`src/rtl/cpu_pkg.sv`:
```
// Shared definitions for the EX/MEM pipeline register: occupancy encoding, defaults, payload.
// Optional HI/LO write-back fields are present when EX_MEM_HILO_EN is defined.
package cpu_pkg;

    localparam int unsigned CpuDataW = 32;
    localparam int unsigned CpuRegAw = 5;
    localparam int unsigned CpuPcW   = 32;

    typedef enum logic [1:0] {
        StEmpty = 2'b00,
        StFull  = 2'b01,
        StSkid  = 2'b10
    } occ_e;

    localparam logic [CpuRegAw-1:0] NopRegAddr = '0;
    localparam logic [CpuDataW-1:0] ZeroWord   = '0;

    // Core-width payload layout; ex_mem_pipe mirrors this at its parameter widths.
    typedef struct packed {
`ifdef EX_MEM_HILO_EN
        logic                whilo;
        logic [CpuDataW-1:0] hi;
        logic [CpuDataW-1:0] lo;
`endif
        logic [CpuRegAw-1:0] wd;
        logic                wreg;
        logic [CpuDataW-1:0] wdata;
        logic [CpuPcW-1:0]   pc;
    } ex_mem_payload_t;

endpackage

```
`src/rtl/pipe_skid_slot.sv`:
```
// One payload storage slot: async active-low reset, synchronous clear, load enable.
module pipe_skid_slot #(
    parameter int unsigned Width = 8
) (
    input  logic             clk_i,
    input  logic             rst_ni,
    input  logic             clr_i,
    input  logic             load_i,
    input  logic [Width-1:0] d_i,
    output logic [Width-1:0] q_o
);

    logic [Width-1:0] slot_q;

    always_ff @(posedge clk_i or negedge rst_ni) begin
        if (!rst_ni) begin
            slot_q <= '0;
        end else if (clr_i) begin
            slot_q <= '0;
        end else if (load_i) begin
            slot_q <= d_i;
        end
    end

    assign q_o = slot_q;

endmodule

```
`src/rtl/ex_mem_pipe.sv`:
```
// EX->MEM pipeline register with valid/ready handshake, 2-entry skid buffer and sync flush.
// Define EX_MEM_HILO_EN to also carry the HI/LO write-back.
module ex_mem_pipe
    import cpu_pkg::*;
#(
    parameter int unsigned DATA_W = 32,
    parameter int unsigned REG_AW = 5,
    parameter int unsigned PC_W   = 32
) (
    input  logic              clk,
    input  logic              rst,
    input  logic              flush,
    input  logic              ex_valid,
    output logic              ex_ready,
    input  logic [REG_AW-1:0] ex_wd,
    input  logic              ex_wreg,
    input  logic [DATA_W-1:0] ex_wdata,
    input  logic [PC_W-1:0]   ex_pc,
`ifdef EX_MEM_HILO_EN
    input  logic              ex_whilo,
    input  logic [DATA_W-1:0] ex_hi,
    input  logic [DATA_W-1:0] ex_lo,
    output logic              mem_whilo,
    output logic [DATA_W-1:0] mem_hi,
    output logic [DATA_W-1:0] mem_lo,
`endif
    output logic              mem_valid,
    input  logic              mem_ready,
    output logic [REG_AW-1:0] mem_wd,
    output logic              mem_wreg,
    output logic [DATA_W-1:0] mem_wdata,
    output logic [PC_W-1:0]   mem_pc
);

    typedef struct packed {
`ifdef EX_MEM_HILO_EN
        logic              whilo;
        logic [DATA_W-1:0] hi;
        logic [DATA_W-1:0] lo;
`endif
        logic [REG_AW-1:0] wd;
        logic              wreg;
        logic [DATA_W-1:0] wdata;
        logic [PC_W-1:0]   pc;
    } payload_t;

    occ_e     state_q, state_d;
    logic     ex_ready_q, ex_ready_d;
    logic     in_xfer, out_xfer;
    logic     main_load, main_from_skid, skid_load;
    payload_t ex_payload, main_d, main_q, skid_q;

    always_comb begin
        ex_payload       = '0;
        ex_payload.wd    = ex_wd;
        ex_payload.wreg  = ex_wreg;
        ex_payload.wdata = ex_wdata;
        ex_payload.pc    = ex_pc;
`ifdef EX_MEM_HILO_EN
        ex_payload.whilo = ex_whilo;
        ex_payload.hi    = ex_hi;
        ex_payload.lo    = ex_lo;
`endif
    end

    assign mem_valid = (state_q != StEmpty);
    assign in_xfer   = ex_valid & ex_ready_q;
    assign out_xfer  = mem_valid & mem_ready;

    always_comb begin
        state_d        = state_q;
        main_load      = 1'b0;
        main_from_skid = 1'b0;
        skid_load      = 1'b0;
        if (flush) begin
            state_d = StEmpty;
        end else begin
            unique case (state_q)
                StEmpty: begin
                    if (in_xfer) begin
                        state_d   = StFull;
                        main_load = 1'b1;
                    end
                end
                StFull: begin
                    if (in_xfer && out_xfer) begin
                        main_load = 1'b1;
                    end else if (in_xfer) begin
                        state_d   = StSkid;
                        skid_load = 1'b1;
                    end else if (out_xfer) begin
                        state_d = StEmpty;
                    end
                end
                StSkid: begin
                    if (out_xfer) begin
                        state_d        = StFull;
                        main_load      = 1'b1;
                        main_from_skid = 1'b1;
                    end
                end
                default: state_d = StEmpty;
            endcase
        end
        // Ready is a flop: derived from next occupancy, never from mem_ready directly.
        ex_ready_d = (state_d != StSkid);
    end

    assign main_d = main_from_skid ? skid_q : ex_payload;

    always_ff @(posedge clk or negedge rst) begin
        if (!rst) begin
            state_q    <= StEmpty;
            ex_ready_q <= 1'b1;
        end else begin
            state_q    <= state_d;
            ex_ready_q <= ex_ready_d;
        end
    end

    pipe_skid_slot #(
        .Width($bits(payload_t))
    ) u_main_slot (
        .clk_i (clk),
        .rst_ni(rst),
        .clr_i (flush),
        .load_i(main_load),
        .d_i   (main_d),
        .q_o   (main_q)
    );

    pipe_skid_slot #(
        .Width($bits(payload_t))
    ) u_skid_slot (
        .clk_i (clk),
        .rst_ni(rst),
        .clr_i (flush),
        .load_i(skid_load),
        .d_i   (ex_payload),
        .q_o   (skid_q)
    );

    assign ex_ready  = ex_ready_q;
    assign mem_wd    = main_q.wd;
    assign mem_wreg  = main_q.wreg & mem_valid;
    assign mem_wdata = main_q.wdata;
    assign mem_pc    = main_q.pc;
`ifdef EX_MEM_HILO_EN
    assign mem_whilo = main_q.whilo & mem_valid;
    assign mem_hi    = main_q.hi;
    assign mem_lo    = main_q.lo;
`endif

endmodule

```
`config.mk`:
```
export PLATFORM = sky130hd
export DESIGN_NAME = ex_mem_pipe
export DESIGN_NICKNAME = d
export VERILOG_FILES = /design/src/rtl/cpu_pkg.sv /design/src/rtl/pipe_skid_slot.sv /design/src/rtl/ex_mem_pipe.sv
export SDC_FILE = /design/constraint.sdc
export NUM_CORES = 1
export LEC_CHECK = 0
export ABC_AREA = 1
export CAP_MARGIN = 20
export CORE_MARGIN = 1
export CORE_UTILIZATION = 40
export DETAILED_ROUTE_END_ITERATION = 12
export MAX_ROUTING_LAYER = met4
export PLACE_DENSITY = 0.68
export SYNTH_ARGS = -nofsm -noshare
export SYNTH_HDL_FRONTEND = slang
export SYNTH_SLANG_ARGS = --single-unit
export TNS_END_PERCENT = 10
```
`constraint.sdc`:
```
create_clock -name clk -period 3.4 [get_ports clk]
set_input_delay 0.68 -clock clk [delete_from_list [all_inputs] [get_ports clk]]
set_output_delay 0.68 -clock clk [all_outputs]
set_load 0.02 [all_outputs]
```
==> impl_metrics.json, run 1 <==
{
  "finalNetCount": 1054,
  "cts_root_buf": "clkbuf_16",
  "critPathCaptureType": "output port",
  "crit_arrival_ns": 1.76,
  "endpoint": "mem_wreg",
  "worstSetupPathType": "reg -> out",
  "clk_latency_ns": 0.43,
  "worst_slack_ns": 0.960,
  "ctsHoldBuffers": 0,
  "worst_slew_pin_slew_ns": 0.849,
  "core_sq_um": 16800,
  "ff_latch_area_sq_um": 3580,
  "finClkSkew_ns": 0.00933,
  "post-route-min-period_ns": 2.44,
  "drt-vias-per-instance": 4.87,
  "place_hpwl_microns": 10000,
  "drc": 0,
  "rr_endpoint": "u_skid_slot.q_o[23]",
  "rows": 47,
  "crit_buf_inv": 1,
  "fin_setup_tns_ns": 0,
  "startpoint_type": "flip-flop",
  "vias": 5907,
  "rsz0062_at_grt": "no",
  "grt_pass1_vias": 5601,
  "cp_slowest_cell": "clkdlybuf4s50_1",
  "post_cts_buffers": 0,
  "ys_ff_latch": 143,
  "track_usage": 0.211,
  "multi_input_area_sq_um": 2680,
  "max_cap_violations": 0,
  "slew_headroom": 0.434,
  "cts_tree": "done",
  "io_buffers": 146,
  "crit-reg2reg-launch": "state_q[0]",
  "crit_required_ns": 2.72,
  "initial_core_util": 0.416,
  "vdd.ir_drop.worst_mv": 0.366,
  "antenna_found_initial": 1,
  "path_max_fanout": 6,
  "slew_viol_final": 0,
  "yosysSeqAreaShare": 0.512,
  "cts_buffers": 17,
  "die_h_microns": 134,
  "synth.distinct_cells": 16,
  "place.gp.congestion": 0.757,
  "syn_nets": 1001,
  "post-route-period-util": 0.718,
  "p_per_area_nw_per_um2": 492,
  "whs_ns": 0.238,
  "netlist.area_leader.share": 0.508,
  "outcome": "finished, final reports clean",
  "grt_pass1_wl_microns": 28800,
  "numClockSinks": 143,
  "synth.avg_cell_area_sq_um": 7.56,
  "drive_above_1_share": 0.0544,
  "utilization": 0.520,
  "clkTransAtPathRegs_ns": 0.07,
  "ant_nets": 0,
  "area_growth_pct": 24.9,
  "crit_start": "state_q[0]",
  "htree_levels": 4,
  "finalSetupViolCount": 0,
  "drt_iter0_drc": 455,
  "max_freq_mhz": 410,
  "routedWlPerCell_microns": 14.3,
  "wl_microns": 17400,
  "ys_warn_count": 0,
  "r2r_slack_ns": 1.29,
  "slowest_delay_ns": 0.62,
  "grt_max_degree": 72,
  "clock_path_buffers": 2,
  "drt_pass1_iterations": 5,
  "crit_path_frequent_cell": "nor2_1",
  "dp_slack_ns": 0.587,
  "cts_resized": 0,
  "leakage_nw": 4.64,
  "cp_num_cells": 3,
  "syn_inst": 926,
  "crit_chain": "nor2_1, nor2_1, clkdlybuf4s50_1",
  "hold_viol": 0,
  "yosysTopAreaCell": "dfrtp_1",
  "grt_overflow": 0,
  "synth_area_leaders": "dfrtp_1 (51%), nand2_1 (27%), nand3_1 (10%), buf_4 (7.4%), clkbuf_1 (2.1%)",
  "synth_area_sq_um": 7000,
  "fillers": 1610,
  "boundaryPins": 147,
  "dieArea_sq_um": 18000,
  "die-width_microns": 134,
  "p_total_mw": 4.30,
  "hold_path.class": "in -> async",
  "rr_worst_depth": 8,
  "cp_top_family": "buffers and inverters"
}
-- report_power, final --
group	switching (mW)	total (mW)	internal (mW)
Clock	0.738	1.89	1.15
Sequential	0.0457	1.83	1.78
Combinational	0.337	0.583	0.246
-- synthesized netlist by cell type, drive strengths merged --
cell type,number
dfstp,1
nor2,8
nand3,141
inv,7
nand2,498
a21oi,1
buf,86
nor3,1
dfrtp,142
nand4,1
o21ai,1
clkbuf,39
-- layout by cell type, fill, tap and decap left out --
master	count
nand4_1	1
bufinv_16	3
nand2_2	1
nand2_1	497
nand3_1	140
clkbuf_1	2
clkbuf_16	17
clkdlybuf4s50_1	145
buf_12	2
dfstp_2	1
nor2_4	3
inv_2	3
diode_2	1
dfrtp_1	142
nor3_4	1
clkinv_4	1
clkinv_2	2
inv_6	2
o21ai_1	1
nand3_4	1
inv_1	4
buf_4	11
nor2_1	5
buf_6	1
a21oi_1	1
clkinvlp_4	5
-- routing by layer --
| layer | global-route usage | wire length [microns] | part of all wire |
|---|---|---|---|
| met3 | 0.0472 | 1120 | 0.065 |
| met4 | 0.0593 | 204 | 0.012 |
| met1 | 0.284 | 8080 | 0.46 |
| met2 | 0.320 | 7990 | 0.46 |
| met5 | - | 0 | 0 |
-- registers in the layout, indices dropped and copies added, names as in the netlist --
signal           cells
ex_ready             1
u_main_slot.q_o     70
state_q              2
u_skid_slot.q_o     70
-- metrics by stage --
step | std cells | cell area, sq um
6_report | 1213 | 8740
5_1_grt | 1213 | 8740
4_1_cts | 1212 | 8740
3_5_place_dp | 1180 | 8140
3_3_place_gp | 1180 | 8140
2_1_floorplan | 926 | 7000
-- cell type report --
cell class,count,area share
tap,220,0.0315
timing repair buffer,159,0.181
clock buffer,19,0.0495
sequential,143,0.410
inverter,7,0.00301
clock inverter,13,0.0188
antenna,1,0.000286
multi-input combinational,651,0.306
-- cells by family (layout without fill, tap and decap cells) --
| logic type | Yosys count | count (layout) | share of synthesized area |
|---|---|---|---|
| buf+inv | 132 | 198 | 0.111 |
| flops | 143 | 143 | 0.512 |
| simple gates | 649 | 649 | 0.376 |
| other cells | 0 | 1 | 0 |
| compound gates | 2 | 2 | 0.00143 |
-- how the worst min path moves through the flow --
stage / startpoint / end / depth (start not counted)
5_1_grt: rst / u_main_slot.q_o[42] / 1
3_5_place_dp: u_skid_slot.q_o[7] / u_skid_slot.q_o[7] / 2
2_1_floorplan: rst / state_q[0] / 0
4_1_cts: rst / u_main_slot.q_o[42] / 1
6_report: rst / u_main_slot.q_o[42] / 1
3_3_place_gp: u_skid_slot.q_o[45] / u_skid_slot.q_o[45] / 2
-- worst reg2reg max path, stage by stage, from the launching register on --
cell     delay (ns)
dfrtp_1        0.45
nand2_1        0.17
nor2_1         0.07
nand2_1        0.06
nand2_1        0.06
inv_2          0.59
buf_4          0.47
nand2_1        0.11
nand2_1        0.08
Power figures use the tool's default switching activity.
==> inputs of run 2 (changes only) <==
Clock period 3.4 ns to 2.5 ns, I/O delays scaled along.
==> run 2 against run 1 <==
  * Sequential share of layout area down 0.23 points
  * Cell count up 0.25%
  * Sequential cell count unchanged
  * Clock skew fell by 0.0040 ns
  * Non-clock buffer count is 4 higher
  * First-iteration DRC count rose by 20%
  * Utilization up 0.30 points
  * Highest routed layer unchanged
==> impl_metrics.json, run 2 (synthesis results as in run 1) <==
{
  "clkTransAtPathRegs_ns": 0.06,
  "worst_slack_ns": 0.237,
  "grt_pass1_vias": 5592,
  "p_per_area_nw_per_um2": 648,
  "vdd.ir_drop.worst_mv": 0.473,
  "grt_max_degree": 72,
  "post-route-period-util": 0.905,
  "cp_slowest_cell": "clkdlybuf4s50_1",
  "finalNetCount": 1058,
  "boundaryPins": 147,
  "outcome": "finished, final reports clean",
  "sequentialPowerShare": 0.437,
  "track_usage": 0.212,
  "dp_slack_ns": 0.328,
  "crit_chain": "nor2_1, nor2_1, clkdlybuf4s50_1",
  "use_met1": 0.288,
  "ctsHoldBuffers": 0,
  "vias": 5981,
  "swShare": 0.256,
  "utilization": 0.523,
  "combPwrFrac": 0.142,
  "cts_root_buf": "clkbuf_16",
  "leakage_nw": 4.68,
  "rsz0062_at_grt": "no",
  "crit_path_frequent_cell": "nor2_1",
  "initial_core_util": 0.416,
  "final_common_cell": "nand2_1",
  "hold_viol": 0,
  "cp_top_family": "buffers and inverters",
  "slew_headroom": 0.474,
  "slew_viol_final": 0,
  "r2r_slack_ns": 0.78,
  "die-width_microns": 134,
  "post_cts_buffers": 0,
  "finClkSkew_ns": 0.00533,
  "rr_worst_depth": 6,
  "use_met3": 0.0461,
  "clock_path_buffers": 2,
  "hold_path.class": "in -> async",
  "worstSetupPathType": "reg -> out",
  "crit-reg2reg-launch": "state_q[0]",
  "post-route-min-period_ns": 2.26,
  "drc": 0,
  "wl_microns": 17500,
  "whs_ns": 0.0121,
  "cp_num_cells": 3,
  "use_met2": 0.317,
  "area_growth_pct": 25.6,
  "crit_buf_inv": 1,
  "crit_start": "state_q[0]",
  "clk_latency_ns": 0.42,
  "htree_levels": 4,
  "p_int_mw": 4.24,
  "worst_slew_pin_slew_ns": 0.790,
  "drt_pass1_iterations": 5,
  "place_hpwl_microns": 10500,
  "finalSetupViolCount": 0,
  "grt_pass1_wl_microns": 28900,
  "drt-vias-per-instance": 4.92,
  "drt_iter0_drc": 548,
  "clock_power_share": 0.421,
  "startpoint_type": "flip-flop",
  "p_total_mw": 5.69,
  "ant_nets": 0,
  "antenna_found_initial": 1,
  "crit_arrival_ns": 1.76,
  "busiest_layer": "met2",
  "max_freq_mhz": 442,
  "grt_overflow": 0,
  "die_h_microns": 134,
  "numClockSinks": 143,
  "mostFrequentLayoutCells": "nand2_1 (497), clkdlybuf4s50_1 (145), dfrtp_1 (142)",
  "path_max_fanout": 6,
  "io_buffers": 146,
  "slowest_delay_ns": 0.62,
  "cts_buffers": 17,
  "netSwitchingPower_mw": 1.46,
  "rr_endpoint": "u_main_slot.q_o[52]",
  "dieArea_sq_um": 18000,
  "drive_above_1_share": 0.0543,
  "cts_tree": "done",
  "core_sq_um": 16800,
  "crit_required_ns": 2.00,
  "rows": 47,
  "critPathCaptureType": "output port",
  "routedWlPerCell_microns": 14.4,
  "fin_setup_tns_ns": 0,
  "place.gp.congestion": 0.761,
  "cts_resized": 0,
  "max_cap_violations": 0
}
[run 2: per-stage QoR]
stage,instance area [sq um],std cells
after global routing,8790,1216
after global placement,8230,1184
after floorplan,7000,926
after CTS,8790,1215
final,8790,1216
after detailed placement,8230,1184
[run 2: metal layers]
metal  routed length, microns  vias up
met5                        0        -
met4                      225        0
met3                     1080       20
met2                     7900      177
met1                     8340     2849
li1                         -     2935
[run 2: layout make-up]
cell class | instances | area, sq um
diodes | 1 | 2.50
clock buffers | 26 | 499
clock inverters | 5 | 55.1
fillers | 1616 | 8030
inverters | 7 | 26.3
multi-input cells | 651 | 2680
flip-flops and latches | 143 | 3580
well taps | 220 | 275
repair buffers | 163 | 1680
[run 2: worst max path at each step]
stage	to	slack, ns
4_1_cts	mem_wreg	0.19
5_1_grt	mem_wreg	0.14
2_1_floorplan	u_main_slot.q_o[60]	0.98
6_report	mem_wreg	0.24
3_5_place_dp	u_skid_slot.q_o[0]	0.33
3_3_place_gp	u_skid_slot.q_o[53]	0.33
[run 2: power by group through the flow]
stage / logic, mW / clock network [mW] / registers [mW]
floorplan: 0.478 / 0 / 2.51
global route: 0.887 / 2.53 / 2.50
detailed placement: 0.817 / 0 / 2.53
finish: 0.808 / 2.40 / 2.49
global placement: 0.813 / 0 / 2.53
CTS: 0.820 / 2.44 / 2.49
